<file path="config.mk">
export PLATFORM = sky130hd
export DESIGN_NAME = keccak_squeeze_out
export DESIGN_NICKNAME = d
export VERILOG_FILES = /design/src/rtl/keccak_squeeze_out.sv
export SDC_FILE = /design/constraint.sdc
export NUM_CORES = 1
export LEC_CHECK = 0
export BUFFER_PORTS_ARGS = -buffer_cell sky130_fd_sc_hd__buf_2
export CELL_PAD_IN_SITES_DETAIL_PLACEMENT = 0
export CELL_PAD_IN_SITES_GLOBAL_PLACEMENT = 1
export CORE_AREA = 2 2 642 644
export DETAILED_ROUTE_END_ITERATION = 16
export DIE_AREA = 0 0 644 646
export GPL_TIMING_DRIVEN = 0
export PLACE_DENSITY = 0.3
export SLEW_MARGIN = 20
export SYNTH_ARGS = -nofsm -noshare
export SYNTH_HDL_FRONTEND = slang
export SYNTH_SLANG_ARGS = --single-unit
</file>
<file path="constraint.sdc">
create_clock -name clk -period 1.6 [get_ports clk]
set_input_delay 0.32 -clock clk [delete_from_list [all_inputs] [get_ports clk]]
set_output_delay 0.32 -clock clk [all_outputs]
set_load 0.005 [all_outputs]
</file>
<file path="src/rtl/keccak_squeeze_out.sv">
// Output stage of the Keccak permutation: catches the rising edge of the core's done level,
// snapshots the leading OUT_LANES lanes and streams them out one 64-bit lane per handshake.
module keccak_squeeze_out #(
    parameter int OUT_LANES = 4
) (
    input  logic          clk,
    input  logic          rst_n,
    input  logic          dout_vld_i,
    input  logic [1599:0] state_i,
    output logic [63:0]   lane_o,
    output logic          lane_vld_o,
    input  logic          lane_rdy_i,
    output logic          last_o,
    output logic          done_o,
    output logic          overrun_o
);

    localparam int               CNT_W    = (OUT_LANES > 1) ? $clog2(OUT_LANES) : 1;
    localparam logic [CNT_W-1:0] LAST_IDX = CNT_W'(OUT_LANES - 1);

    typedef enum logic [1:0] {
        StIdle,
        StSend,
        StDone
    } state_t;

    state_t                   r_state;
    logic                     r_vld_q;
    logic [CNT_W-1:0]         r_cnt;
    logic [64*OUT_LANES-1:0]  r_buf;
    logic                     r_overrun;

    logic w_rise;
    logic w_last;

    assign w_rise = dout_vld_i & ~r_vld_q;
    assign w_last = (r_cnt == LAST_IDX);

    // Every output is a decode of registered state or a slice of the buffer, so lane_rdy_i
    // never reaches lane_vld_o combinationally and lane_o/last_o hold while stalled.
    assign lane_vld_o = (r_state == StSend);
    assign last_o     = (r_state == StSend) & w_last;
    assign done_o     = (r_state == StDone);
    assign overrun_o  = r_overrun;
    assign lane_o     = r_buf[64*r_cnt +: 64];

    generate
        if (OUT_LANES < 25) begin : g_unused
            logic w_unused_state;
            assign w_unused_state = ^state_i[1599:64*OUT_LANES];
        end
    endgenerate

    // NOTE: all state here is updated with non-blocking assignments so every register samples
    // pre-edge values; blocking assignments would let later statements see half-updated state.
    always_ff @(posedge clk or negedge rst_n) begin
        if (!rst_n) begin
            r_state   <= StIdle;
            r_vld_q   <= 1'b0;
            r_cnt     <= '0;
            r_overrun <= 1'b0;
            // NOTE: the lane buffer is reset deliberately because lane_o is defined to read 0
            // out of reset; a pure data store would normally be left unreset.
            r_buf     <= '0;
        end else begin
            r_vld_q <= dout_vld_i;
            case (r_state)
                StIdle: begin
                    if (w_rise) begin
                        r_buf   <= state_i[64*OUT_LANES-1:0];
                        r_cnt   <= '0;
                        r_state <= StSend;
                    end
                end
                StSend: begin
                    if (w_rise) r_overrun <= 1'b1;
                    if (lane_rdy_i) begin
                        if (w_last) begin
                            r_cnt   <= '0;
                            r_state <= StDone;
                        end else begin
                            r_cnt <= r_cnt + 1'b1;
                        end
                    end
                end
                StDone: begin
                    if (w_rise) r_overrun <= 1'b1;
                    r_state <= StIdle;
                end
                default: r_state <= StIdle;
            endcase
        end
    end

endmodule
</file>
==> metrics <==
outcome=finished with violations; failing checks=hold timing, setup timing; Routability Congestion=0.644; asr flop ratio synth=1.00; hpwl dp=76,100 um; 1st-iter DRT viols=between 300 and 400; post-synth net total=2,261; GRT overflow=0; Final Max Slew Viols=0; Setup CP Type=reg2out; ranking of synthesized cells by area=dfrtp_1 (53%), mux2_4 (29%), mux4_2 (12%), buf_6 (2.4%), mux2_2 (1.5%); hold crit path type=in2async; clock buffer depth=3; fin nets=2,981; Die Y=roughly 650 um; Main synth FF type=dfrtp_1; Seq cells post-synth=between 200 and 300; Crit. End Element=primary output; Die ar.=around 420,000 um2; Seq pwr share=0.285; Max-Cap Viols=0; Max Fclk=around 380 MHz; CP Data Required Time=1.28 ns; vias in the first global route=~10,000; Sw Ratio=0.362; clock power share=0.208; slew margin rel.=0.581; H-tree Lvls=2; Internal=about 29,000 uW; global router's overall resource usage=0.0481; Yosys cell types=26; Gate power share=0.507; root buffer cell=clkbuf_16; die width=about 640 um; slew at the pin with the worst max-slew slack=roughly 0.63 ns; WP data arrival=roughly 2.3 ns; Post-synth EDFFs=0; Final Hold Fails=between 60 and 70; Core Box Area=409,000 um2; total power=around 45,000 uW; Clock Skews=~0.049 ns; Initial Util=0.0303; Lkg Pwr=slightly above 0.01 uW; crit start category=flip-flop; CP Max Fanout=8; FILL cells=between 40,000 and 50,000; NetSw=16,400 uW; first-pass GRT wire length=124,000 um; RSZ-0062 raised after global routing=true; wire per inst=about 15 um; cts bufs inserted=40; setup ws final=-1.05 ns; clock latency on the worst-skew pair=0.65 ns; final setup fails=323; layout cell share with drive strength beyond 1=0.618; Synth area leader=dfrtp_1; synthesized area per cell=19.0 um2; period utilization=1.66; Port Buffer Count=roughly 330; total wire length=101,000 um; Post-Syn Area=about 12,000 um2; Routed Antenna Nets=0; post-synthesis cell count=roughly 650; vias per inst=between 1 and 1.5; Detailed Routing Iterations Pass 1=4; area fraction of the dominant cell type after synthesis=0.529; CTS tree=done; PD cells=approximately 1600 nW/um2; Area growth, synth to finish=121%; Final min period=roughly 2.7 ns; register area share after synthesis=0.529; Yosys warnings=0; cell with the most instances after synthesis=dfrtp_1; CTS Sinks=approximately 260; Via Count=roughly 9,000; hold slack=-0.363 ns; Ports=between 1,500 and 2,000; Post-synth top cells=dfrtp_1 (262), mux2_4 (240), mux4_2 (64); clock transition at the registers of the reported paths=roughly 0.06 ns; setup TNS=-112.63 ns; antenna violations before repair=between 100 and 150; Hold Buf Count CTS=257; Residual DRC=0; largest net degree at the start of global routing=just over 70; row count=around 240; Worst VDD drop=around 0.64 mV
==> kinds of logic (layout without fill, tap and decap cells) <==
kind of cell | count (synthesis) | in the layout | share of synthesized area
buffers and inverters | 46 | 797 | 0.0329
AOI/OAI and AO/OA | 8 | 8 | 0.00535
DFF | 262 | 262 | 0.529
other | 0 | 30 | 0
muxes | 321 | 321 | 0.422
adders and majority gates | 6 | 6 | 0.00606
and+or+nand+nor | 8 | 8 | 0.00434
==> layer usage <==
metal,track usage,share of wire
met3,0.0154,0.067
met4,0.00881,0.021
met2,0.0812,0.48
met5,0,0.0025
met1,0.0598,0.43
==> registers in the layout (all words and copies together), names as in the netlist <==
name / cells
r_buf: 256
r_cnt: 2
r_state: 2
overrun_o: 1
r_vld_q: 1
==> worst paths after layout <==
kind / start / endpoint / slack, ns / cells past startpoint
worst max-delay path: r_cnt[0] / lane_o[52] / -1.05 / 4
worst min-delay path: rst_n / r_buf[165] / -0.36 / 1
worst max register to register: r_state[1] / r_buf[121] / -0.34 / 9
worst min register to register: overrun_o / overrun_o / 0.45 / 1
max in group asynchronous: rst_n / r_buf[112] / 0.65 / 4
min in group clk: dout_vld_i / overrun_o / 0.17 / 3
==> worst max-delay path, cell delays in order (launching register included) <==
cell and delay, ns:
dfrtp_2 0.40, buf_12 0.17, buf_16 0.18, mux4_2 0.66, buf_6 0.19
==> power groups by stage <==
stage / registers [uW] / clock network (uW) / logic, uW
final: 12900 / 9440 / 23000
after global routing: 13400 / 10300 / 24900
after CTS: 13000 / 10100 / 24900
after detailed placement: 13100 / 0 / 18200
after global placement: 13100 / 0 / 18000
after floorplan: 11200 / 0 / 9970
==> cell usage in the layout (no fill, tap or decap), types with 2 or more instances in the layout <==
cell type / Yosys / final
diode_2: 0 / 30
mux2_2: 17 / 16
mux4_2: 64 / 64
mux2_4: 240 / 241
clkinv_2: 0 / 7
nand2b_1: 2 / 2
buf_12: 0 / 50
inv_2: 0 / 4
ha_1: 6 / 2
dfrtp_2: 0 / 2
clkinv_4: 0 / 2
buf_2: 5 / 280
buf_16: 0 / 39
ha_4: 0 / 4
buf_6: 26 / 62
buf_4: 6 / 15
clkinvlp_4: 0 / 4
clkbuf_8: 0 / 11
inv_6: 0 / 4
clkbuf_1: 4 / 4
bufinv_16: 0 / 2
buf_8: 1 / 12
dfrtp_1: 262 / 260
clkbuf_16: 0 / 43
dlygate4sd3_1: 0 / 257
==> area by class of cell <==
type                       count  area, um2  share of cell area
clock inverter                20        189             0.00688
multi-input combinational    343       5510               0.201
inverter                       4       15.0            0.000547
tap                         5451       6820               0.248
sequential                   262       6560               0.239
antenna                       30       75.1             0.00273
timing repair buffer         695       6550               0.239
clock buffer                  53       1150              0.0419
buffer                        25        579              0.0211
==> repair_timing <==
item                                   4_1_cts  5_1_grt
cloned                                      31        1
pin swaps                                    3        3
setup endpoints to repair                  325      323
setup buffers                               76       21
endpoints found under the hold margin      326       69
resized for setup                          294       77
==> through the flow <==
stage	hold slack (ns)	cells	setup slack [ns]	area [um2]	util
6_report	-0.363	6883	-1.05	27500	0.0672
5_1_grt	-0.374	6869	-1.17	27400	0.0671
4_1_cts	-0.406	6871	-1.23	27800	0.0680
3_5_place_dp	0.347	6436	-1.35	21100	0.0515
3_3_place_gp	0.446	6429	-6.61	20900	0.0510
2_1_floorplan	0.0244	651	-0.0160	12400	-
No activity file was read; power rests on OpenSTA's default activity.
